<file path="src/rtl/uart_tx.sv">
`timescale 1ns/1ps
// uart_tx: 8N1 UART transmitter fed from a small valid/ready FIFO; queued frames go out back-to-back.
module uart_tx #(
    parameter int FREQUENCY    = 20000000,
    parameter int BAUD_RATE    = 9600,
    parameter int FIFO_DEPTH   = 4,
    parameter int CLKS_PER_BIT = FREQUENCY / (16 * BAUD_RATE)
) (
    input  logic                          clk,
    input  logic                          reset,
    input  logic                          tx_valid,
    input  logic [7:0]                    tx_byte,
    output logic                          tx_ready,
    output logic                          tx_serial,
    output logic                          tx_active,
    output logic                          tx_done,
    output logic [$clog2(FIFO_DEPTH):0]   fifo_count
);
    localparam int AW = $clog2(FIFO_DEPTH);
    localparam logic [AW:0] DEPTH = FIFO_DEPTH[AW:0];
    localparam logic [7:0] LAST = 8'(CLKS_PER_BIT - 1);

    typedef enum logic [1:0] {IDLE, START, DATA, STOP} state_t;

    state_t        state;
    logic [7:0]    fifo_mem [FIFO_DEPTH];
    logic [AW-1:0] rd_ptr;
    logic [AW-1:0] wr_ptr;
    logic [7:0]    shift;
    logic [7:0]    clk_cnt;
    logic [2:0]    bit_idx;
    logic          push;
    logic          pop;
    logic          bit_end;

    // Ready comes only from the registered count, so a same-cycle pop never lets a push through at full.
    assign tx_ready = fifo_count < DEPTH;
    assign push     = tx_valid && tx_ready;
    assign bit_end  = clk_cnt == LAST;
    assign pop      = (fifo_count != '0) && (state == IDLE || (state == STOP && bit_end));

    // FIFO storage needs no reset; only pointers and count define its contents.
    always_ff @(posedge clk) begin
        if (push) fifo_mem[wr_ptr] <= tx_byte;
    end

    // FIFO pointers wrap naturally since the depth is a power of two.
    always_ff @(posedge clk or posedge reset) begin
        if (reset) begin
            rd_ptr     <= '0;
            wr_ptr     <= '0;
            fifo_count <= '0;
        end else begin
            if (push) wr_ptr <= wr_ptr + 1'b1;
            if (pop) rd_ptr <= rd_ptr + 1'b1;
            fifo_count <= fifo_count + {{AW{1'b0}}, push} - {{AW{1'b0}}, pop};
        end
    end

    // Frame sequencer; line and status outputs are registered and set on the edge that enters each bit.
    always_ff @(posedge clk or posedge reset) begin
        if (reset) begin
            state     <= IDLE;
            shift     <= '0;
            clk_cnt   <= '0;
            bit_idx   <= '0;
            tx_serial <= 1'b1;
            tx_active <= 1'b0;
            tx_done   <= 1'b0;
        end else begin
            tx_done <= 1'b0;
            case (state)
                IDLE: begin
                    if (pop) begin
                        shift     <= fifo_mem[rd_ptr];
                        clk_cnt   <= '0;
                        state     <= START;
                        tx_serial <= 1'b0;
                        tx_active <= 1'b1;
                    end
                end
                START: begin
                    if (bit_end) begin
                        clk_cnt   <= '0;
                        bit_idx   <= '0;
                        state     <= DATA;
                        tx_serial <= shift[0];
                    end else begin
                        clk_cnt <= clk_cnt + 1'b1;
                    end
                end
                DATA: begin
                    if (bit_end) begin
                        clk_cnt <= '0;
                        if (bit_idx == 3'd7) begin
                            state     <= STOP;
                            tx_serial <= 1'b1;
                        end else begin
                            bit_idx   <= bit_idx + 1'b1;
                            tx_serial <= shift[bit_idx + 3'd1];
                        end
                    end else begin
                        clk_cnt <= clk_cnt + 1'b1;
                    end
                end
                STOP: begin
                    if (bit_end) begin
                        clk_cnt <= '0;
                        tx_done <= 1'b1;
                        if (pop) begin
                            shift     <= fifo_mem[rd_ptr];
                            state     <= START;
                            tx_serial <= 1'b0;
                        end else begin
                            state     <= IDLE;
                            tx_active <= 1'b0;
                        end
                    end else begin
                        clk_cnt <= clk_cnt + 1'b1;
                    end
                end
                default: state <= IDLE;
            endcase
        end
    end
endmodule

</file>
<file path="config.mk">
export PLATFORM = sky130hd
export DESIGN_NAME = uart_tx
export DESIGN_NICKNAME = d
export VERILOG_FILES = /design/src/rtl/uart_tx.sv
export SDC_FILE = /design/constraint.sdc
export NUM_CORES = 1
export LEC_CHECK = 0
export ABC_AREA = 1
export CORE_MARGIN = 1
export CORE_UTILIZATION = 35
export CTS_CLUSTER_DIAMETER = 40
export DETAILED_ROUTE_END_ITERATION = 16
export PLACE_DENSITY_LB_ADDON = 0.08
export SYNTH_ARGS = -nofsm -noshare
export SYNTH_HDL_FRONTEND = slang
export SYNTH_SLANG_ARGS = --single-unit
</file>
<file path="constraint.sdc">
create_clock -name clk -period 4.9 [get_ports clk]
set_clock_uncertainty 0.05 [all_clocks]
set_input_delay 0.98 -clock clk [delete_from_list [all_inputs] [get_ports clk]]
set_output_delay 0.98 -clock clk [all_outputs]
set_load 0.01 [all_outputs]
</file>
After elaboration in Yosys (flattened, before gate mapping)

Memory sizes are Yosys's and may differ from the RTL's.
Cells that the tools add are included.

Bits in registers: 31
Input port bits: 11
Memories kept: 1
Memory bits (writable): 32

Memories:

| name     | words | width | read ports | clocked after Yosys merged registers in | wr ports | line | text |
|---|---|---|---|---|---|---|---|
| fifo_mem | 4     | 8     | 1          | 0                                       | 1        | 26   | `logic [7:0] fifo_mem [FIFO_DEPTH];` |

Reduce and logical (&&, ||, !) cells: 14
Equality and inequality tests: 12
Add/sub/neg operators: 6
Magnitude comparators: 2
Multiplexer cells: 33

Operator list:

| operator                                                                     | count |
|---|---|
| 8-bit 2-to-1 mux                                                             | 4 |
| 8-bit case mux with 2 select lines                                           | 2 |
| 1-bit 2-to-1 mux                                                             | 14 |
| 2-bit != test, second input constant                                         | 7 |
| 2-bit 2-to-1 mux                                                             | 5 |
| 3-bit 2-to-1 mux                                                             | 3 |
| 8-bit by 1-bit adder with 8-bit output, second input constant                | 1 |
| 8-bit equality test, second input constant                                   | 1 |
| 2-bit case mux with 4 select lines                                           | 1 |
| 4-bit AND reduction                                                          | 2 |
| 3-bit case mux with 2 select lines                                           | 1 |
| 5-bit AND reduction                                                          | 1 |
| 2-bit by 1-bit adder with 2-bit output, second input constant                | 2 |
| 2-bit equality test, second input constant                                   | 2 |
| 3-bit by 4-bit less-than comparator with 1-bit output, second input constant | 1 |
| 1-bit case mux with 4 select lines                                           | 1 |
| 2-bit nonzero test                                                           | 2 |
| 3-bit by 1-bit adder with 3-bit output                                       | 1 |
| 3-bit by 1-bit adder with 3-bit output, second input constant                | 1 |
| 1-bit binary-select mux with 3-bit select                                    | 1 |
| 3-bit equality test, second input constant                                   | 1 |
| 1-bit logical AND                                                            | 3 |
| 3-bit less-than comparator, second input constant                            | 1 |
| 3-bit AND reduction                                                          | 1 |
| 8 further kinds                                                              | 8 |

Depth between registers and ports, before layout

Depth in word-level cells: 7
Mapped depth: 14
Mapped depth without buffers: 14

Least setup slack after synthesis

Ideal clock, no wire load.

Path type: input to register
From: input port tx_valid
To: register fifo_count[2]
Path buffers: 0
Stages: 7
Setup time: 123 ps
Arrival: 2129 ps
Setup slack: 2599 ps
Cells stage by stage: nand2_1 > ha_1 > inv_1 > ha_1 > inv_1 > fa_1 > xnor2_1

Word-level cells in the longest chain between the ends: 3

Ends and longest elaborated chain:

| element                                     | line | text |
|---|---|---|
| start: declaration                          | 11   | `input logic tx_valid,` |
| 1-bit logical AND                           | 38   | `assign push = tx_valid && tx_ready;` |
| 3-bit by 1-bit adder with 3-bit output      | 56   | `fifo_count <= fifo_count + {{AW{1'b0}}, push} - {{AW{1'b0}}, pop};` |
| 3-bit by 1-bit subtractor with 3-bit output | 56   |  |
| end signal: assignment                      | 56   |  |
| end: declaration                            | 17   | `output logic [$clog2(FIFO_DEPTH):0] fifo_count` |

Every way passes these cells.
A chain may end at the register's enable or synchronous reset.

Worst setup path in the final report

From: input port tx_valid
To: register fifo_count[1]

The elaborated chain is that of the path after synthesis.

==> flow_metrics.py <==
metrics = {
    "floorplanning": {
        "num_rows": 33,
        "fp.dieH_um": 95.8,
        "io_pins": 18,
        "core_um2": 8380,
        "die_area_um2": 9170,
        "initial_core_util_pct": 36.7,
        "die_x_um": 95.8,
    },
    "global_routing": {
        "grt_overflow": 0,
        "antenna_found_initial": 0,
        "grt_max_degree": 32,
        "grt_pass1_vias": 1961,
        "grt_use_total_pct": 14.7,
        "grt_pass1_wl_um": 9850,
    },
    "synthesis": {
        "synth_edf_count": 32,
        "synth_commonest_cells": "nor2_1, nand2_1, edfxtp_1",
        "ys.warnings.count": 0,
        "synth_top_area_share_pct": 31.2,
        "synth_top_cell_by_area": "edfxtp_1",
        "syn-num-nets": 330,
        "avgSynthCellArea_um2": 10.2,
        "async_reset_ff_share_pct": 49.2,
        "synth_area_um2": 3080,
        "synth_cell_types": 36,
        "yosysSeqAreaShare_pct": 56.5,
        "dominantRegCellSynth": "edfxtp_1",
        "synth_area_leaders": "edfxtp_1, dfrtp_1, nor2_1, ha_1, nand2_1",
        "ys_seq_elements": 63,
        "synthesis.instances": 303,
        "yosysMostFrequentCell": "nor2_1",
    },
    "timing": {
        "drv_slew": 0,
        "worst_hold_slack_ns": 0.415,
        "rsz0062_at_grt": "no",
        "hold_viol_final": 0,
        "worstMarginPinSlew_ns": 0.709,
        "timing.final.ws_setup_ns": 2.40,
        "finalSetupViolations": 0,
        "slew_headroom_pct": 52.6,
        "fin_crit_ns": 2.50,
        "fin_crit_sh_pct": 51.0,
        "setup_tns_ns": 0,
        "timing.fmax_mhz": 400,
    },
    "clock_network": {
        "clk_latency_ns": 0.36,
        "clkSinkCount": 63,
        "cts_hold_buffers": 0,
        "clkSlewWorstSetupHoldPaths_ns": 0.07,
        "htreeDepth": 3,
        "postCtsSetupBuffers": 0,
        "cts-root-buf": "clkbuf_8",
        "cts_buffers": 9,
        "cts_resized": 0,
        "cts_tree": "built",
        "clockBufferDepth": 2,
    },
    "min_path": {
        "worstHoldPathType": "flop to flop",
    },
    "routing": {
        "vias": 2026,
        "firstDrtPassIters": 4,
        "ant_nets": 0,
        "drc_errors": 0,
        "vias_per_cell": 4.64,
        "routedWlPerCell_um": 12.8,
        "routed_wl_um": 5590,
        "initialDrtViolationCount": 67,
    },
    "setup_path": {
        "crit_path_end_kind": "flop",
        "crit_arrival_ns": 2.69,
        "cp.required_ns": 5.10,
        "crit_type": "primary input to flop",
        "startpoint_type": "primary input",
        "worstPathMaxFanout": 8,
    },
    "place": {
        "dpl_worst_slack_ns": 2.02,
        "io_buffers": 17,
        "gp_congestion": 0.770,
        "post-dp-hpwl_um": 4040,
    },
    "cells_and_area": {
        "syn_to_final_growth_pct": 16.3,
        "layout-drive-gt1-share_pct": 15.7,
        "antenna_cells": 0,
        "layout.nets": 354,
    },
    "power": {
        "p_leak_nw": 1.48,
        "ir_drop_v": 0.000175,
        "cellPowerDensity_nw_per_um2": 384,
    },
    "job": {
        "cap_violations": 0,
    },
    "outcome": {
        "run_status": "finished clean",
    },
}
==> per-stage QoR <==
stage                     instance area, µm²  std cells  utilization (%)  power, mW
after floorplan                         3080        303                -      0.785
after global placement                  3350        421             40.0      0.866
after detailed placement                3350        421             40.0      0.867
after CTS                               3580        437             42.7       1.39
after global routing                    3580        437             42.7       1.45
final                                   3580        437             42.7       1.37
==> final timing paths <==
kind | slack [ns] | cells past startpoint | endpoint | start
setup / recovery | 2.40 | 8 | fifo_count[1]$_DFF_PP0_ | tx_valid
setup reg to reg | 2.56 | 12 | fifo_count[1]$_DFF_PP0_ | state[0]$_DFFE_PP0P_
max in group asynchronous | 3.49 | 3 | tx_serial$_DFFE_PP1P_ | reset
hold / removal | 0.42 | 2 | tx_serial$_DFFE_PP1P_ | tx_serial$_DFFE_PP1P_
min in group asynchronous | 0.95 | 3 | wr_ptr[0]$_DFFE_PP0P_ | reset
hold reg to reg | 0.42 | 2 | tx_serial$_DFFE_PP1P_ | tx_serial$_DFFE_PP1P_
==> logic make-up after synthesis <==
logic type               Yosys count  share of synthesized area (%)
AO/OA/AOI/OAI                     41                           8.26
flip-flops                        63                           56.5
AND/OR/NAND/NOR                  137                           21.4
XOR/XNOR                           4                           1.38
buffers and inverters             42                           5.73
adder cells (fa/ha/maj)           16                           6.75
==> worst max-delay path, cell delays in order <==
cell             delay (ns)
clkdlybuf4s50_1        0.45
nand2_1                0.19
ha_1                   0.35
inv_1                  0.06
ha_1                   0.13
inv_1                  0.05
fa_1                   0.47
inv_1                  0.04
==> cell usage in the layout, fill, tap and decap left out, types with 2 or more instances in the layout <==
cell type / instances
a21oi_1: 14
bufinv_16: 2
clkbuf_8: 9
clkdlybuf4s50_1: 17
clkinv_4: 3
dfrtp_1: 30
edfxtp_1: 32
ha_1: 15
inv_1: 28
inv_2: 7
inv_6: 2
nand2_1: 38
nand2_2: 9
nand2_4: 5
nand3_1: 18
nor2_1: 57
nor2_2: 2
nor2_4: 4
o21ai_0: 11
o21ai_1: 3
o32ai_1: 8
xnor2_1: 2
==> sequential cells by signal (all words and copies together) (netlist names) <==
signal and count:
fifo_count 3, bit_idx 3, tx_done 1, tx_active 1
state 2, tx_serial 1, shift 8, clk_cnt 8
rd_ptr 2, wr_ptr 2, fifo_mem 32
==> power breakdown <==
group | internal [mW] | total, mW | switching (mW)
registers | 0.620 | 0.653 | 0.0329
logic | 0.0853 | 0.196 | 0.111
clock network | 0.292 | 0.526 | 0.233
==> layer usage <==
metal	GRT usage [%]	part of all wire (%)	routed length (µm)	up-vias
li1	-	-	-	1050
met1	19.1	47	2650	932
met2	22.6	47	2620	32
met3	4.27	3.4	191	12
met4	7.09	2.3	127	0
met5	0	0	0	-
==> cell type report <==
type	count	area, µm²
clock inverter	7	104
timing repair buffer	18	178
tap	105	131
fill	804	4800
sequential	63	1740
clock buffer	9	124
multi-input combinational	198	1160
inverter	37	143
No activity file was read; power rests on OpenSTA's default activity.
